==> src/rtl/pipelined_addsub_pkg.sv <==
// Shared constants and elaboration helpers for the pipelined adder/subtractor.
// The optional overflow output is enabled with PIPELINED_ADDSUB_OVF_EN.
package pipelined_addsub_pkg;

    localparam logic ADD = 1'b0;
    localparam logic SUB = 1'b1;

    function automatic int chunk_width(input int width, input int stages);
        if (stages < 1) begin
            return width;
        end
        return width / stages;
    endfunction

    // The carry chain must split into STAGES equal, non-empty chunks.
    function automatic bit params_legal(input int width, input int stages);
        if (width < 1 || stages < 1 || stages > width) begin
            return 1'b0;
        end
        return (width % stages) == 0;
    endfunction

endpackage

==> src/rtl/pipelined_addsub_chunk_stage.sv <==
// One carry chunk of the pipelined adder: a gate-level ripple adder feeding a
// registered chunk result, carry and valid bit that hold while the pipe stalls.
module full_adder_gatelevel_module (
    input  logic a,
    input  logic b,
    input  logic cin,
    output logic sum,
    output logic cout
);
    assign sum  = a ^ b ^ cin;
    assign cout = (a & b) | (cin & (a ^ b));
endmodule

module addsub_chunk_stage_module #(
    parameter int CHUNK = 8
) (
    input  logic             clk,
    input  logic             rst,
    input  logic             adv,
    input  logic             in_valid,
    input  logic [CHUNK-1:0] a,
    input  logic [CHUNK-1:0] b,
    input  logic             cin,
    output logic             out_valid,
    output logic [CHUNK-1:0] sum,
    output logic             cout
);
    logic [CHUNK:0]   carry;
    logic [CHUNK-1:0] sum_comb;

    assign carry[0] = cin;

    for (genvar i = 0; i < CHUNK; i++) begin : g_bit
        full_adder_gatelevel_module u_fa (
            .a    (a[i]),
            .b    (b[i]),
            .cin  (carry[i]),
            .sum  (sum_comb[i]),
            .cout (carry[i+1])
        );
    end

    always_ff @(posedge clk) begin
        if (rst) begin
            out_valid <= 1'b0;
            sum       <= '0;
            cout      <= 1'b0;
        end else if (adv) begin
            out_valid <= in_valid;
            sum       <= sum_comb;
            cout      <= carry[CHUNK];
        end
    end

endmodule

==> src/rtl/pipelined_addsub_module.sv <==
// Pipelined two's-complement add/subtract with valid/ready on both sides.
// Define PIPELINED_ADDSUB_OVF_EN to add the signed-overflow output ovf.
module pipelined_addsub_module
    import pipelined_addsub_pkg::*;
#(
    parameter int WIDTH  = 32,
    parameter int STAGES = 4
) (
    input  logic             clk,
    input  logic             rst,
    input  logic             in_valid,
    output logic             in_ready,
    input  logic [WIDTH-1:0] a,
    input  logic [WIDTH-1:0] b,
    input  logic             cin,
    input  logic             sub,
    output logic             out_valid,
    input  logic             out_ready,
    output logic [WIDTH-1:0] sum,
    output logic             cout
`ifdef PIPELINED_ADDSUB_OVF_EN
    ,
    output logic             ovf
`endif
);
    localparam int CHUNK = chunk_width(WIDTH, STAGES);

    if (!params_legal(WIDTH, STAGES)) begin : g_param_check
        $error("pipelined_addsub_module: illegal WIDTH=%0d STAGES=%0d", WIDTH, STAGES);
    end

    logic             adv;
    logic [WIDTH-1:0] b_eff;
    logic             carry_in;

    // Whole pipe advances together; a blocked output freezes every stage.
    assign adv      = !out_valid || out_ready;
    assign in_ready = adv && !rst;
    assign b_eff    = (sub == SUB) ? ~b : b;
    assign carry_in = cin ^ sub;

    for (genvar k = 0; k < STAGES; k++) begin : g_stage
        localparam int SRC_W = WIDTH - k * CHUNK;

        logic [SRC_W-1:0] src_a;
        logic [SRC_W-1:0] src_b;
        logic             src_c;
        logic             src_v;
        logic [CHUNK-1:0] res;
        logic             res_c;
        logic             res_v;

        if (k == 0) begin : g_src
            assign src_a = a;
            assign src_b = b_eff;
            assign src_c = carry_in;
            assign src_v = in_valid;
        end else begin : g_src
            assign src_a = g_stage[k-1].g_skew.a_hi;
            assign src_b = g_stage[k-1].g_skew.b_hi;
            assign src_c = g_stage[k-1].res_c;
            assign src_v = g_stage[k-1].res_v;
        end

        addsub_chunk_stage_module #(
            .CHUNK (CHUNK)
        ) u_chunk (
            .clk       (clk),
            .rst       (rst),
            .adv       (adv),
            .in_valid  (src_v),
            .a         (src_a[CHUNK-1:0]),
            .b         (src_b[CHUNK-1:0]),
            .cin       (src_c),
            .out_valid (res_v),
            .sum       (res),
            .cout      (res_c)
        );

        // Operand bits not yet consumed ride along to the following stages.
        if (k < STAGES - 1) begin : g_skew
            logic [SRC_W-CHUNK-1:0] a_hi;
            logic [SRC_W-CHUNK-1:0] b_hi;

            always_ff @(posedge clk) begin
                if (rst) begin
                    a_hi <= '0;
                    b_hi <= '0;
                end else if (adv) begin
                    a_hi <= src_a[SRC_W-1:CHUNK];
                    b_hi <= src_b[SRC_W-1:CHUNK];
                end
            end
        end

        // Finished low result chunks, kept aligned with this stage's chunk.
        if (k > 0) begin : g_lo
            logic [k*CHUNK-1:0] lo;
            logic [k*CHUNK-1:0] lo_next;

            if (k == 1) begin : g_first
                assign lo_next = g_stage[0].res;
            end else begin : g_rest
                assign lo_next = {g_stage[k-1].res, g_stage[k-1].g_lo.lo};
            end

            always_ff @(posedge clk) begin
                if (rst) begin
                    lo <= '0;
                end else if (adv) begin
                    lo <= lo_next;
                end
            end
        end
    end

    if (STAGES == 1) begin : g_out
        assign sum = g_stage[0].res;
    end else begin : g_out
        assign sum = {g_stage[STAGES-1].res, g_stage[STAGES-1].g_lo.lo};
    end

    assign cout      = g_stage[STAGES-1].res_c;
    assign out_valid = g_stage[STAGES-1].res_v;

`ifdef PIPELINED_ADDSUB_OVF_EN
    logic a_msb;
    logic b_msb;

    // Operand sign bits captured alongside the top chunk for overflow.
    always_ff @(posedge clk) begin
        if (rst) begin
            a_msb <= 1'b0;
            b_msb <= 1'b0;
        end else if (adv) begin
            a_msb <= g_stage[STAGES-1].src_a[CHUNK-1];
            b_msb <= g_stage[STAGES-1].src_b[CHUNK-1];
        end
    end

    assign ovf = (a_msb == b_msb) && (sum[WIDTH-1] != a_msb);
`endif

endmodule

==> config.mk <==
export PLATFORM = sky130hd
export DESIGN_NAME = pipelined_addsub_module
export DESIGN_NICKNAME = d
export VERILOG_FILES = /design/src/rtl/pipelined_addsub_pkg.sv /design/src/rtl/pipelined_addsub_chunk_stage.sv /design/src/rtl/pipelined_addsub_module.sv
export SDC_FILE = /design/constraint.sdc
export NUM_CORES = 1
export LEC_CHECK = 0
export BUFFER_PORTS_ARGS = -buffer_cell sky130_fd_sc_hd__buf_2
export CORE_ASPECT_RATIO = 1.4
export CORE_MARGIN = 2
export CORE_UTILIZATION = 60
export DETAILED_ROUTE_END_ITERATION = 10
export PLACE_DENSITY_LB_ADDON = 0.15
export SLEW_MARGIN = 40
export SYNTH_ARGS = -nofsm -noshare
export SYNTH_HDL_FRONTEND = slang
export SYNTH_SLANG_ARGS = --single-unit
==> constraint.sdc <==
create_clock -name clk -period 8.21 [get_ports clk]
set_input_delay 1.642 -clock clk [delete_from_list [all_inputs] [get_ports clk]]
set_output_delay 1.642 -clock clk [all_outputs]
set_load 0.05 [all_outputs]
### Yosys cells after proc, flatten, opt, wreduce, memory -nomap -nowiden

Index checks and enable logic that the tools add are counted.

* $add $sub $neg: 0
* $mul: 0
* divide/modulo/power cells: 0
* magnitude comparators: 0
* eq/ne operators: 0
* shift operators: 0
* mux-type cells: 1
* bitwise operators: 162
* reduce and logical (&&, ||, !) cells: 4

Operators with widths (number)
* $xor A1 B1 Y1: 65
* $and A1 B1 Y1: 64
* $mux W32: 1
* $not A32 Y32: 1
* $or A1 B1 Y1: 32
* $logic_not A1 Y1: 2
* $logic_and A1 B1 Y1: 1
* $logic_or A1 B1 Y1: 1

* flip-flop bits (word level): 184
* bits in latches: 0
* bits in writable memories: 0
* ROM bits: 0
* bits of input ports: 70
* output and inout port bits: 35
* logic and storage cells: 188
* memories: 0

### Depth between registers and ports, before layout

* word-level depth: 19
* mapped depth: 14
* gate-level depth less buffers: 12

### Hierarchy

From an unflattened synthesis, not the netlist that was laid out.

* cell total of the unflattened synthesis: 800
* area, all modules: 7407.1 um^2

By module, submodules not included
* pipelined_addsub_module: times used 1, cells an instance 640, area each 5355.1 um^2, sequential area each 2882.8 um^2
* addsub_chunk_stage_module: times used 4, cells an instance 32, area each 352.8 um^2, sequential area each 200.2 um^2
* full_adder_gatelevel_module: times used 32, cells an instance 1, area each 20.0 um^2, sequential area each 0.0 um^2

### Worst setup path before layout

No wires, ideal clock.

* path kind: input to register
* start point: in sub
* end point: reg g_stage[0].u_chunk.sum[7]
* library setup time: 0.132 ns
* arrival time: 5.343 ns
* required time: 8.078 ns
* path slack: 2.734 ns
* stages on the path: 14
* buffers on the path: 2
* cell sequence: buf_2 buf_4 xnor2_1 fa_1 fa_1 fa_1 fa_1 fa_1 fa_1 fa_1 inv_1 fa_1 nand2_1 a21oi_1

* cells in the longest elaborated chain, start to end: 17
* elaborated cells between the ends (all ways): 32
* those cells by class: mux (1); bitwise (31)

Ends and longest elaborated chain
* start, declared: line pipelined_addsub_module.sv:16 `input logic sub,`
* $mux W32: line pipelined_addsub_module.sv:39 `assign b_eff = (sub == SUB) ? ~b : b;`
* $xor A1 B1 Y1: line pipelined_addsub_chunk_stage.sv:11 `assign cout = (a & b) | (cin & (a ^ b));`
* $and A1 B1 Y1: line pipelined_addsub_chunk_stage.sv:11
* $or A1 B1 Y1: line pipelined_addsub_chunk_stage.sv:11
* $and A1 B1 Y1: line pipelined_addsub_chunk_stage.sv:11
* $or A1 B1 Y1: line pipelined_addsub_chunk_stage.sv:11
* $and A1 B1 Y1: line pipelined_addsub_chunk_stage.sv:11
* $or A1 B1 Y1: line pipelined_addsub_chunk_stage.sv:11
* [... 2 more ...]
* $and A1 B1 Y1: line pipelined_addsub_chunk_stage.sv:11
* $or A1 B1 Y1: line pipelined_addsub_chunk_stage.sv:11
* $and A1 B1 Y1: line pipelined_addsub_chunk_stage.sv:11
* $or A1 B1 Y1: line pipelined_addsub_chunk_stage.sv:11
* $and A1 B1 Y1: line pipelined_addsub_chunk_stage.sv:11
* $or A1 B1 Y1: line pipelined_addsub_chunk_stage.sv:11
* $xor A1 B1 Y1 *: line pipelined_addsub_chunk_stage.sv:10 `assign sum = a ^ b ^ cin;`
* named net g_stage[0].u_chunk.g_bit[7].u_fa.sum: line pipelined_addsub_chunk_stage.sv:7 `output logic sum,`
* end signal, assigned: line pipelined_addsub_chunk_stage.sv:50 `sum <= sum_comb;`
* end, declared: line pipelined_addsub_chunk_stage.sv:25 `output logic [CHUNK-1:0] sum,`

The timed path passes the listed nets; every way through them passes the cells marked *.
A chain may end at the register's enable or synchronous reset.

### Worst setup path in the final report

Ends and elaborated chain as after synthesis.

==> impl_metrics.tcl <==
set metrics [dict create \
    hpwl_mm 9.39 \
    rows 47 \
    maxCapViolCount 0 \
    gr-total-overflow 0 \
    postCtsResizedCells 0 \
    h-tree-depth 4 \
    syn-num-nets 960 \
    gp_congestion 0.745 \
    cp_slowest_stage_delay_ns 0.42 \
    cp.required_ns 8.48 \
    fin_setup_tns_ns 0 \
    critPathSlowestCell "fa_1" \
    post-cts-setup-buffers 0 \
    nFillCells 964 \
    insertion_delay_ns 0.42 \
    grt_max_degree 119 \
    design_area_sq_mm 0.00840 \
    synth.area.top_cells "dfxtp_1 50%, nand2_1 15%, a21oi_1 9.8%" \
    final_nets 1023 \
    synth-seq-area-share_pct 50.3 \
    finalCritPeriodShare_pct 63.7 \
    routed-via-count 5574 \
    setup_viol 0 \
    syn_area_sq_mm 0.00733 \
    synth_flop_cell "dfxtp_1" \
    diodes 0 \
    yosysTopAreaCellShare_pct 50.3 \
    grt_pass1_wl_mm 24.5 \
    drc_errors 0 \
    place_area_sq_mm 0.00780 \
    yosys.area.top_type "dfxtp_1" \
    cp_common_cell "fa_1" \
    tritoncts "done" \
    ys_ff_latch 184 \
    syn_to_final_growth_pct 14.6 \
    worst_setup_path_start_kind "primary input" \
    cts-root-buf "clkbuf_16" \
    via_per_inst 5.17 \
    grt_pass1_vias 5262 \
    layout-drive-gt1-share_pct 14.7 \
    clock.fmax_mhz 191 \
    finalHoldViolations 0 \
    synthAdderAreaFrac_pct 8.74 \
    crit_family "adder cells" \
    cts_hold_buf 0 \
    outcome "complete, no violations" \
    cts_sinks 184 \
    core_sq_mm 0.0119 \
    cts_buffer_depth 2 \
    die_w_microns 97.4 \
    timing_worst_setup_path_type "in -> reg" \
    syn_inst 858 \
    synth.avg_cell_area_sq_um 8.54 \
    io_pins 105 \
    worstPathArrival_ns 5.51 \
    vdd_ir_drop_max_mv 0.131 \
    die_h_microns 135 \
    synth.most_common_cell "nand2_1" \
    ant_nets 0 \
    synthMuxAreaShare_pct 0 \
    synth_edf_count 0 \
    rsz0062_at_grt "no" \
    grt_use_total_pct 22.6 \
    pwr_density_cell_mw_per_mm2 239 \
    io_buffers 104 \
    ys_async_sr_fraction_pct 0 \
    path_buf_inv 2 \
    synth_common_cells "286 x nand2_1, 184 x dfxtp_1, 143 x a21oi_1" \
    clock_skew_ns 0.00712 \
    avgRoutedWirePerCell_microns 13.3 \
    period_needed_ns 5.23 \
    ys_warn_count 0 \
    synth_xor_area_share_pct 3.94 \
    ys_types 15 \
    p_leak_nw 3.50 \
    antenna_found_initial 0 \
    end_kind "flip-flop" \
    reg2reg_slack_ns 3.93 \
    synth_top_family_by_area "simple AND/OR/NAND/NOR gates" \
    drt_iter0_drc 317 \
    initial_utilization_pct 61.7 \
    cts_buffers 17 \
    dieArea_sq_mm 0.0131 \
    hp-class "reg -> reg" \
    tightest_slew_ns 0.787 \
    firstDrtPassIters 5 \
    path_cells "buf_2, xnor2_1, fa_1, fa_1, fa_1, fa_1, fa_1, fa_1, fa_1, inv_1, fa_1, nand2_1, a21oi_1" \
    synthSimpleGateAreaFrac_pct 17.0 \
    slew_viol_final 0 \
    relSlewSlack_pct 47.5 \
    cts.clk_slew.worst_paths_ns 0.06 \
    synth-compound-area-share_pct 13.9 \
    cp_max_fo 13 \
    wirelength_mm 14.4 \
]
==> worst paths after layout <==
path | from | end | cells past startpoint
max | sub | g_stage[0].u_chunk.sum[7] | 13
min | g_stage[3].g_lo.lo[8] | g_stage[3].g_lo.lo[8] | 2
max reg2reg | g_stage[2].g_skew.a_hi[0] | g_stage[3].u_chunk.sum[7] | 12
min reg2reg | g_stage[3].g_lo.lo[8] | g_stage[3].g_lo.lo[8] | 2
==> layout by cell type (no fill, tap or decap), drive strengths merged, types with 2 or more instances in the layout <==
cell type,count
bufinv,4
buf,110
xnor2,30
fa,32
inv,29
xor2,3
clkbuf,23
nand2,286
dfxtp,184
a211oi,40
clkinv,2
a21oi,143
nor2,43
==> final cells by class <==
class                   count  area [sq um]  share of cell area, %
repair buffers            110           612                   7.28
inverters                  29           109                   1.30
well taps                 147           184                   2.19
flip-flops and latches    184          3680                   43.9
clock inverters             7           145                   1.73
clock buffers              23           458                   5.45
multi-input cells         579          3210                   38.2
==> cells by family (layout without fill, tap and decap cells) <==
kind of cell               Yosys count  count (layout)
DFF                                184             184
and+or+nand+nor                    331             331
adders and majority gates           32              32
AOI/OAI and AO/OA                  183             183
buffers and inverters               95             169
xor gates and xnor gates            33              33
==> routing by layer <==
layer	GRT usage [%]	vias up	wire length, microns
met3	4.50	17	586
li1	-	2857	-
met2	36.0	120	7020
met1	31.3	2580	6560
met5	0	-	0
met4	7.56	0	234
==> power by group <==
part / total [mW] / switching, mW / internal (mW)
clock network: 0.832 / 0.316 / 0.516
registers: 0.987 / 0.0328 / 0.954
logic: 0.191 / 0.114 / 0.0769
==> metrics by stage <==
step / utilization (%) / instances / setup slack, ns / hold slack, ns / power, mW
floorplan: - / 858 / 2.73 / 0.432 / 1.14
global placement: 65.2 / 1047 / 2.18 / 0.436 / 1.18
detailed placement: 65.6 / 1049 / 2.54 / 0.442 / 1.20
CTS: 70.7 / 1079 / 2.97 / 0.449 / 2.02
global route: 70.7 / 1079 / 2.79 / 0.461 / 2.09
finish: 70.7 / 1079 / 2.98 / 0.444 / 2.01
==> worst reg2reg max path, delay by kind of cell (launching register included) <==
kind | cells | cell delay, ns
buffers and inverters | 3 | 0.31
DFF | 1 | 0.32
AOI/OAI and AO/OA | 1 | 0.20
adders and majority gates | 8 | 3.37
==> flip-flops by register name, indices dropped and copies added (netlist names) <==
| register | flops |
|---|---|
| g_stage.u_chunk.sum | 32 |
| g_stage.g_skew.a_hi | 48 |
| g_stage.u_chunk.cout | 4 |
| g_stage.u_chunk.out_valid | 4 |
| g_stage.g_skew.b_hi | 48 |
| g_stage.g_lo.lo | 48 |
Note: power is estimated with default switching activity, not from simulation.
